--- config.mk ---
export PLATFORM = sky130hd
export DESIGN_NAME = alu_pipe_flat
export DESIGN_NICKNAME = d
export VERILOG_FILES = /design/src/rtl/alu_pkg.sv /design/src/rtl/alu_pipe_if.sv /design/src/rtl/alu_iter_mul.sv /design/src/rtl/alu_pipe.sv /design/src/flat_wrapper.sv
export SDC_FILE = /design/constraint.sdc
export NUM_CORES = 1
export LEC_CHECK = 0
export ABC_AREA = 1
export CORE_ASPECT_RATIO = 1.75
export CORE_UTILIZATION = 60
export CTS_BUF_LIST = sky130_fd_sc_hd__clkbuf_4
export CTS_CLUSTER_DIAMETER = 40
export DETAILED_ROUTE_END_ITERATION = 12
export PLACE_DENSITY = 0.93
export SLEW_MARGIN = 20
export SYNTH_ARGS = -nofsm -noshare
export SYNTH_HDL_FRONTEND = slang
export SYNTH_SLANG_ARGS = --single-unit
--- constraint.sdc ---
create_clock -name clock_in -period 4.3 [get_ports clock_in]
set_clock_uncertainty 0.2 [all_clocks]
set_input_delay 0.86 -clock clock_in [delete_from_list [all_inputs] [get_ports clock_in]]
set_output_delay 0.86 -clock clock_in [all_outputs]
set_load 0.05 [all_outputs]
--- src/rtl/alu_pkg.sv ---
// Shared types for the pipelined ALU: opcode encoding, FSM states and the flag bundle.
package alu_pkg;

    localparam int unsigned OPCODE_W = 8;

    typedef enum logic [OPCODE_W-1:0] {
        OP_ADD       = 8'd0,
        OP_SUB       = 8'd1,
        OP_MUL       = 8'd2,
        OP_EQ        = 8'd3,
        OP_GT        = 8'd4,
        OP_GT_SIGNED = 8'd5,
        OP_ADDI      = 8'd9,
        OP_SUBI      = 8'd10
    } alu_op_t;

    typedef enum logic [0:0] {
        ST_IDLE     = 1'b0,
        ST_MUL_BUSY = 1'b1
    } alu_state_t;

    typedef struct packed {
        logic overflow;
        logic carry;
        logic zero;
        logic sign;
        logic parity;
        logic illegal_op;
    } alu_flags_t;

    // An empty result register reads as zero, so only the zero flag is set.
    localparam alu_flags_t FLAGS_RESET = '{overflow: 1'b0, carry: 1'b0, zero: 1'b1,
                                           sign: 1'b0, parity: 1'b0, illegal_op: 1'b0};

endpackage

--- src/rtl/alu_pipe_if.sv ---
// Operation/result handshake bundle between the decoder, alu_pipe and writeback.
interface alu_pipe_if
    import alu_pkg::*;
#(
    parameter int unsigned WIDTH = 8
);
    logic                enable_in;
    logic                in_valid_in;
    logic                in_ready_out;
    logic [OPCODE_W-1:0] opcode_in;
    logic [WIDTH-1:0]    alu_input1;
    logic [WIDTH-1:0]    alu_input2;
    logic                out_valid_out;
    logic                out_ready_in;
    logic [WIDTH-1:0]    alu_output;
    logic                overflow_flag;
    logic                carry_flag;
    logic                zero_flag;
    logic                sign_flag;
    logic                parity_flag;
    logic                illegal_op_flag;

    modport master (
        output enable_in, in_valid_in, opcode_in, alu_input1, alu_input2, out_ready_in,
        input  in_ready_out, out_valid_out, alu_output, overflow_flag, carry_flag,
               zero_flag, sign_flag, parity_flag, illegal_op_flag
    );

    modport slave (
        input  enable_in, in_valid_in, opcode_in, alu_input1, alu_input2, out_ready_in,
        output in_ready_out, out_valid_out, alu_output, overflow_flag, carry_flag,
               zero_flag, sign_flag, parity_flag, illegal_op_flag
    );
endinterface

--- src/rtl/alu_iter_mul.sv ---
// Iterative unsigned shift-add multiplier, one multiplier bit per step.
// product_c is the product after the current step, valid as the final result when done_c is high.
module alu_iter_mul #(
    parameter int unsigned WIDTH = 8,
    parameter int unsigned STEPS = WIDTH
) (
    input  logic                 clk,
    input  logic                 rst_n,
    input  logic                 start,
    input  logic                 step,
    input  logic [WIDTH-1:0]     a,
    input  logic [WIDTH-1:0]     b,
    output logic                 done_c,
    output logic [2*WIDTH-1:0]   product_c
);
    localparam int unsigned CNT_W = (STEPS > 1) ? $clog2(STEPS) : 1;

    logic [WIDTH-1:0]   mcand_q;
    logic [2*WIDTH-1:0] prod_q;
    logic [CNT_W-1:0]   cnt_q;
    logic [WIDTH:0]     partial_c;

    // Upper half accumulates the multiplicand; lower half shifts the multiplier out LSB first.
    always_comb begin
        partial_c = {1'b0, prod_q[2*WIDTH-1:WIDTH]} + {1'b0, (prod_q[0] ? mcand_q : WIDTH'(0))};
        product_c = {partial_c, prod_q[WIDTH-1:1]};
        done_c    = step && (cnt_q == CNT_W'(STEPS - 1));
    end

    always_ff @(posedge clk or negedge rst_n) begin
        if (!rst_n) begin
            mcand_q <= '0;
            prod_q  <= '0;
            cnt_q   <= '0;
        end else if (start) begin
            mcand_q <= a;
            prod_q  <= {WIDTH'(0), b};
            cnt_q   <= '0;
        end else if (step) begin
            prod_q  <= product_c;
            cnt_q   <= cnt_q + CNT_W'(1);
        end
    end
endmodule

--- src/rtl/alu_pipe.sv ---
// Registered ALU with valid/ready on both sides and an iterative MUL.
// Build option ALU_PIPE_SATURATE_EN: signed-overflowing ADD/SUB clamp instead of wrapping.
module alu_pipe
    import alu_pkg::*;
#(
    parameter int unsigned WIDTH      = 8,
    parameter int unsigned MUL_CYCLES = WIDTH
) (
    input  logic       clock_in,
    input  logic       reset_in,
    alu_pipe_if.slave  bus
);
    localparam int unsigned MSB = WIDTH - 1;

    alu_state_t         state;
    logic               out_valid_q;
    logic [WIDTH-1:0]   result_q;
    alu_flags_t         flags_q;

    logic [WIDTH-1:0]   op_res_c;
    alu_flags_t         op_flags_c;
    logic [WIDTH-1:0]   mul_res_c;
    alu_flags_t         mul_flags_c;
    logic [WIDTH:0]     ext_add_c;
    logic [WIDTH:0]     ext_sub_c;
    logic [2*WIDTH-1:0] product_c;
    logic               accept_c;
    logic               is_mul_c;
    logic               mul_start_c;
    logic               mul_step_c;
    logic               mul_done_c;

    assign bus.in_ready_out = bus.enable_in && (state == ST_IDLE) &&
                              (!out_valid_q || bus.out_ready_in);
    assign accept_c    = bus.in_valid_in && bus.in_ready_out;
    assign is_mul_c    = (bus.opcode_in == OP_MUL);
    assign mul_start_c = accept_c && is_mul_c;
    assign mul_step_c  = (state == ST_MUL_BUSY) && bus.enable_in;

    alu_iter_mul #(
        .WIDTH (WIDTH),
        .STEPS (MUL_CYCLES)
    ) u_mul (
        .clk       (clock_in),
        .rst_n     (reset_in),
        .start     (mul_start_c),
        .step      (mul_step_c),
        .a         (bus.alu_input1),
        .b         (bus.alu_input2),
        .done_c    (mul_done_c),
        .product_c (product_c)
    );

    // Single-cycle ops, evaluated on the operands presented at the accept edge.
    always_comb begin
        op_res_c   = '0;
        op_flags_c = '0;
        ext_add_c  = {1'b0, bus.alu_input1} + {1'b0, bus.alu_input2};
        ext_sub_c  = {1'b0, bus.alu_input1} - {1'b0, bus.alu_input2};
        case (alu_op_t'(bus.opcode_in))
            OP_ADD, OP_ADDI: begin
                op_res_c            = ext_add_c[WIDTH-1:0];
                op_flags_c.carry    = ext_add_c[WIDTH];
                op_flags_c.overflow = (bus.alu_input1[MSB] == bus.alu_input2[MSB]) &&
                                      (ext_add_c[MSB] != bus.alu_input1[MSB]);
            end
            OP_SUB, OP_SUBI: begin
                op_res_c            = ext_sub_c[WIDTH-1:0];
                op_flags_c.carry    = ext_sub_c[WIDTH];
                op_flags_c.overflow = (bus.alu_input1[MSB] != bus.alu_input2[MSB]) &&
                                      (ext_sub_c[MSB] != bus.alu_input1[MSB]);
            end
            OP_EQ:        op_res_c = WIDTH'(bus.alu_input1 == bus.alu_input2);
            OP_GT:        op_res_c = WIDTH'(bus.alu_input1 > bus.alu_input2);
            OP_GT_SIGNED: op_res_c = WIDTH'($signed(bus.alu_input1) > $signed(bus.alu_input2));
            OP_MUL: begin
            end
            default:      op_flags_c.illegal_op = 1'b1;
        endcase
`ifdef ALU_PIPE_SATURATE_EN
        // Overflow only occurs toward the side of operand A's sign.
        if (op_flags_c.overflow) begin
            op_res_c = bus.alu_input1[MSB] ? {1'b1, {(WIDTH-1){1'b0}}}
                                           : {1'b0, {(WIDTH-1){1'b1}}};
        end
`endif
        op_flags_c.zero   = (op_res_c == '0);
        op_flags_c.sign   = op_res_c[MSB];
        op_flags_c.parity = ^op_res_c;
    end

    always_comb begin
        mul_res_c            = product_c[WIDTH-1:0];
        mul_flags_c          = '0;
        mul_flags_c.overflow = |product_c[2*WIDTH-1:WIDTH];
        mul_flags_c.carry    = |product_c[2*WIDTH-1:WIDTH];
        mul_flags_c.zero     = (mul_res_c == '0);
        mul_flags_c.sign     = mul_res_c[MSB];
        mul_flags_c.parity   = ^mul_res_c;
    end

    // Control FSM and result register; a consume and a new load may share an edge.
    always_ff @(posedge clock_in or negedge reset_in) begin
        if (!reset_in) begin
            state       <= ST_IDLE;
            out_valid_q <= 1'b0;
            result_q    <= '0;
            flags_q     <= FLAGS_RESET;
        end else begin
            if (out_valid_q && bus.out_ready_in) begin
                out_valid_q <= 1'b0;
            end
            case (state)
                ST_IDLE: begin
                    if (accept_c) begin
                        if (is_mul_c) begin
                            state <= ST_MUL_BUSY;
                        end else begin
                            result_q    <= op_res_c;
                            flags_q     <= op_flags_c;
                            out_valid_q <= 1'b1;
                        end
                    end
                end
                ST_MUL_BUSY: begin
                    if (mul_done_c) begin
                        result_q    <= mul_res_c;
                        flags_q     <= mul_flags_c;
                        out_valid_q <= 1'b1;
                        state       <= ST_IDLE;
                    end
                end
                default: state <= ST_IDLE;
            endcase
        end
    end

    assign bus.out_valid_out   = out_valid_q;
    assign bus.alu_output      = result_q;
    assign bus.overflow_flag   = flags_q.overflow;
    assign bus.carry_flag      = flags_q.carry;
    assign bus.zero_flag       = flags_q.zero;
    assign bus.sign_flag       = flags_q.sign;
    assign bus.parity_flag     = flags_q.parity;
    assign bus.illegal_op_flag = flags_q.illegal_op;
endmodule

--- src/flat_wrapper.sv ---
// flat-port wrapper written by rule: the top's interface ports become plain ports
module alu_pipe_flat import alu_pkg::*;
#(
    parameter int unsigned WIDTH      = 8,
    parameter int unsigned MUL_CYCLES = WIDTH
)
  (clock_in, reset_in, bus_enable_in, bus_in_valid_in, bus_opcode_in, bus_alu_input1, bus_alu_input2, bus_out_ready_in, bus_in_ready_out, bus_out_valid_out, bus_alu_output, bus_overflow_flag, bus_carry_flag, bus_zero_flag, bus_sign_flag, bus_parity_flag, bus_illegal_op_flag);
  alu_pipe_if #(.WIDTH(WIDTH)) bus_i ();
  input  logic clock_in;
  input  logic reset_in;
  input wire logic [$bits(bus_i.enable_in)-1:0] bus_enable_in;
  input wire logic [$bits(bus_i.in_valid_in)-1:0] bus_in_valid_in;
  input wire logic [$bits(bus_i.opcode_in)-1:0] bus_opcode_in;
  input wire logic [$bits(bus_i.alu_input1)-1:0] bus_alu_input1;
  input wire logic [$bits(bus_i.alu_input2)-1:0] bus_alu_input2;
  input wire logic [$bits(bus_i.out_ready_in)-1:0] bus_out_ready_in;
  output wire logic [$bits(bus_i.in_ready_out)-1:0] bus_in_ready_out;
  output wire logic [$bits(bus_i.out_valid_out)-1:0] bus_out_valid_out;
  output wire logic [$bits(bus_i.alu_output)-1:0] bus_alu_output;
  output wire logic [$bits(bus_i.overflow_flag)-1:0] bus_overflow_flag;
  output wire logic [$bits(bus_i.carry_flag)-1:0] bus_carry_flag;
  output wire logic [$bits(bus_i.zero_flag)-1:0] bus_zero_flag;
  output wire logic [$bits(bus_i.sign_flag)-1:0] bus_sign_flag;
  output wire logic [$bits(bus_i.parity_flag)-1:0] bus_parity_flag;
  output wire logic [$bits(bus_i.illegal_op_flag)-1:0] bus_illegal_op_flag;
  assign bus_i.enable_in = bus_enable_in;
  assign bus_i.in_valid_in = bus_in_valid_in;
  assign bus_i.opcode_in = bus_opcode_in;
  assign bus_i.alu_input1 = bus_alu_input1;
  assign bus_i.alu_input2 = bus_alu_input2;
  assign bus_i.out_ready_in = bus_out_ready_in;
  assign bus_in_ready_out = bus_i.in_ready_out;
  assign bus_out_valid_out = bus_i.out_valid_out;
  assign bus_alu_output = bus_i.alu_output;
  assign bus_overflow_flag = bus_i.overflow_flag;
  assign bus_carry_flag = bus_i.carry_flag;
  assign bus_zero_flag = bus_i.zero_flag;
  assign bus_sign_flag = bus_i.sign_flag;
  assign bus_parity_flag = bus_i.parity_flag;
  assign bus_illegal_op_flag = bus_i.illegal_op_flag;
  alu_pipe #(.WIDTH(WIDTH), .MUL_CYCLES(MUL_CYCLES)) u_core (.clock_in(clock_in), .reset_in(reset_in), .bus(bus_i));
endmodule
==> flow_metrics.env <==
export IMPL_cts_root_buf="clkbuf_4"
export IMPL_place_ws_ns=0.2034
export IMPL_slowest_stage="clkdlybuf4s50_1"
export IMPL_grt_usage_pct=36.94
export IMPL_finish_utilization_pct=73.39
export IMPL_setup_viol=0
export IMPL_slew_viol_final=0
export IMPL_wl_per_cell_um=16.83
export IMPL_via_count=3657
export IMPL_clock_fmax_mhz=265.3
export IMPL_postLayoutCellArea_um2=4165
export IMPL_gp_congestion=0.9677
export IMPL_rows=36
export IMPL_n_antenna_cell=0
export IMPL_p_int_uw=855.7
export IMPL_crit_path_cell_trace="clkdlybuf4s50_1 > ha_1 > inv_1 > fa_1 > nand3_1 > nand2_1 > nand2_1 > nand2_1 > nand2_1 > nand3_1 > nand2_1 > nand2_1 > nand2_1 > inv_1 > ha_1 > xnor2_1 > xnor2_1 > a21oi_1"
export IMPL_drtPass1Iterations=5
export IMPL_cts_hold_buf=0
export IMPL_finalCritPeriodShare_pct=87.65
export IMPL_hold_path_class="register to register"
export IMPL_slowest_delay_ns=0.56
export IMPL_drive_gt1_share_pct=6.475
export IMPL_cp_arrival_ns=3.79
export IMPL_die_h_um=104.2
export IMPL_syn_avg_cell_area_um2=7.008
export IMPL_tns_ns=0
export IMPL_path_delay_family="adder cells"
export IMPL_period_minus_slack_ns=3.769
export IMPL_dieArea_um2=6293
export IMPL_grt_max_degree=43
export IMPL_synth_distinct_cells=41
export IMPL_core_area_um2=5675
export IMPL_synthXorXnorAreaFrac_pct=2.446
export IMPL_syn_inst=511
export IMPL_clkTransAtPathRegs_ns=0.13
export IMPL_ctsResizeCount=0
export IMPL_pwr_share_comb_pct=42.3
export IMPL_hold_viol=0
export IMPL_drv_cap=0
export IMPL_syn_to_final_growth_pct=16.32
export IMPL_vdd_drop_max_mv=0.1999
export IMPL_clock_path_buffers=2
export IMPL_netSwitchingFraction_pct=41.08
export IMPL_synth_compound_area_share_pct=11.81
export IMPL_io_pins=45
export IMPL_syn_nets=577
export IMPL_synth_fa_ha_area_share_pct=13.56
export IMPL_port_buffers=44
export IMPL_cp_max_fo=4
export IMPL_status="finished, final reports clean"
export IMPL_dieWidth_um=60.40
export IMPL_grt_pass1_wl_um=17240
export IMPL_slew_limit_headroom_pct=38.47
export IMPL_drcViolationCount=0
export IMPL_initial_utilization_pct=63.10
export IMPL_grt_overflow=0
export IMPL_ys_warn_count=0
export IMPL_synth_seq_area_share_pct=29.39
export IMPL_synth_top_area_share_pct=28.65
export IMPL_clkPwrFrac_pct=21.8
export IMPL_startpoint_type="primary input"
export IMPL_synth_edf_count=0
export IMPL_syn_area_um2=3581
export IMPL_p_per_area_nw_per_um2=348.7
export IMPL_worstSetupPathType="primary input to register"
export IMPL_worst_slack_ns=0.5311
export IMPL_end_kind="register"
export IMPL_cts_sinks=42
export IMPL_synth_top_cell_by_area="dfrtp_1"
export IMPL_finalWirelength_um=10640
export IMPL_power_leakage_uw=0.002264
export IMPL_synth_seq_cells=42
export IMPL_rsz0062_at_grt="false"
export IMPL_clk_latency_ns=0.37
export IMPL_numCtsBuffers=5
export IMPL_async_flop_share_pct=100.0
export IMPL_htree_levels=2
export IMPL_drt_vias_per_instance=5.786
export IMPL_fin_cells=632
export IMPL_grt_pass1_vias=3724
export IMPL_synth_mux_area_share_pct=0
export IMPL_ant_nets=0
export IMPL_synth_area_top_cells="dfrtp_1 (29%), nand2_1 (17%), ha_1 (12%)"
export IMPL_dp_cells=624
export IMPL_hpwl_um=8373
export IMPL_dpl_cell_area_um2=4064
export IMPL_synth_simple_gate_area_share_pct=31.34
export IMPL_cts_setup_buffers=0
export IMPL_crit_path_frequent_cell="nand2_1"
export IMPL_critPathRequiredTime_ns=4.32
export IMPL_drtIter0Drc=293
export IMPL_seqPwrFrac_pct=35.9
export IMPL_synth_flop_cell="dfrtp_1"
export IMPL_antenna_found_initial=0
export IMPL_cts_tree="built"
export IMPL_p_sw_uw=596.6
export IMPL_final_nets=621
export IMPL_synth_top_family_by_area="simple AND/OR/NAND/NOR gates"
export IMPL_worst_path_buf_inv=3
export IMPL_worstMarginPinSlew_ns=0.9229
## logic make-up (layout without fill, tap and decap cells)
group           after synthesis  count (layout)
fa+ha+maj                    37              37
simple gates                259             259
xor+xnor                     10              10
compound gates               62              62
buf+inv                     101             146
flops                        42              42
## cell usage after synthesis, types with 4 or more instances
cell type  number
nand2_1       159
inv_1          85
dfrtp_1        41
ha_1           34
nand3_1        32
nor2_1         31
a21oi_1        20
nand4_1        15
a22oi_1         8
nand2_2         7
o21ai_0         6
o21ai_1         6
xnor2_1         6
clkinv_1        4
nand3b_1        4
o221ai_2        4
o22ai_1         4
xor2_1          4
## worst min-delay path: stages (launching register included)
cell and delay, ns:
dfstp_2 0.39, nand2_1 0.06, nand2_1 0.05
## state kept, by name (all words and copies together), names as in the netlist
name                        flops
u_core.bus.carry_flag           1
u_core.bus.overflow_flag        1
u_core.bus.parity_flag          1
u_core.bus.zero_flag            1
u_core.u_mul.cnt_q              3
u_core.bus.illegal_op_flag      1
u_core.u_mul.prod_q            16
u_core.u_mul.mcand_q            8
u_core.bus.sign_flag            1
u_core.bus.out_valid_out        1
u_core.state                    1
u_core.bus.alu_output           7
## layer usage
metal	vias to the layer above	share of wire [%]	global-route usage, %
met5	-	0	0
met2	139	54	64.91
met3	59	4.1	6.965
met4	0	7.4	26.58
li1	1726	-	-
met1	1733	34	35.79
## cell type report
type	count	area [µm²]
timing repair buffer	46	450.4
tap	76	95.09
clock inverter	3	63.81
clock buffer	5	37.54
sequential	42	1052
fill	464	1510
multi-input combinational	368	2118
inverter	92	347.8
## power by group through the flow
stage / registers (µW) / clock network [µW] / logic [µW]
after floorplan: 596 / 0 / 329
after global placement: 524 / 0 / 588
after detailed placement: 526 / 0 / 602
after CTS: 519 / 317 / 607
after global routing: 527 / 337 / 663
final: 521 / 317 / 614
## layout by cell type (no fill, tap or decap), drive strengths merged
master	count
ha	34
fa	3
and2	1
or2	2
nor4	1
nand3	32
a21o	1
o21a	1
o21bai	1
o221ai	7
buf	3
clkdlybuf4s50	43
inv	88
o22ai	4
nand3b	4
xnor2	6
clkbuf	5
a22o	3
a21boi	1
nand2	167
clkinv	5
nor2	34
nor3	3
dfrtp	41
a21oi	21
dfstp	1
bufinv	2
a22oi	8
xor2	4
o21ai	15
nand4	15
## stage by stage
stage               power (µW)  hold WS [ns]
finish                    1452        0.2805
detailed placement        1128        0.2622
CTS                       1443        0.2818
global route              1528        0.3015
global placement          1111        0.2536
floorplan                924.9        0.2417
## final timing paths
path | slack, ns | depth (start not counted) | start | end
min in group asynchronous | 0.40 | 1 | reset_in | u_core.u_mul.cnt_q[1]
worst min register to register | 0.28 | 2 | u_core.bus.zero_flag | u_core.bus.zero_flag
worst max-delay path | 0.53 | 18 | bus_alu_input2[0] | u_core.bus.parity_flag
max in group asynchronous | 2.91 | 1 | reset_in | u_core.u_mul.prod_q[4]
worst min-delay path | 0.28 | 2 | u_core.bus.zero_flag | u_core.bus.zero_flag
worst max register to register | 1.55 | 15 | u_core.u_mul.prod_q[0] | u_core.bus.overflow_flag
(Power assumes the default switching activity.)
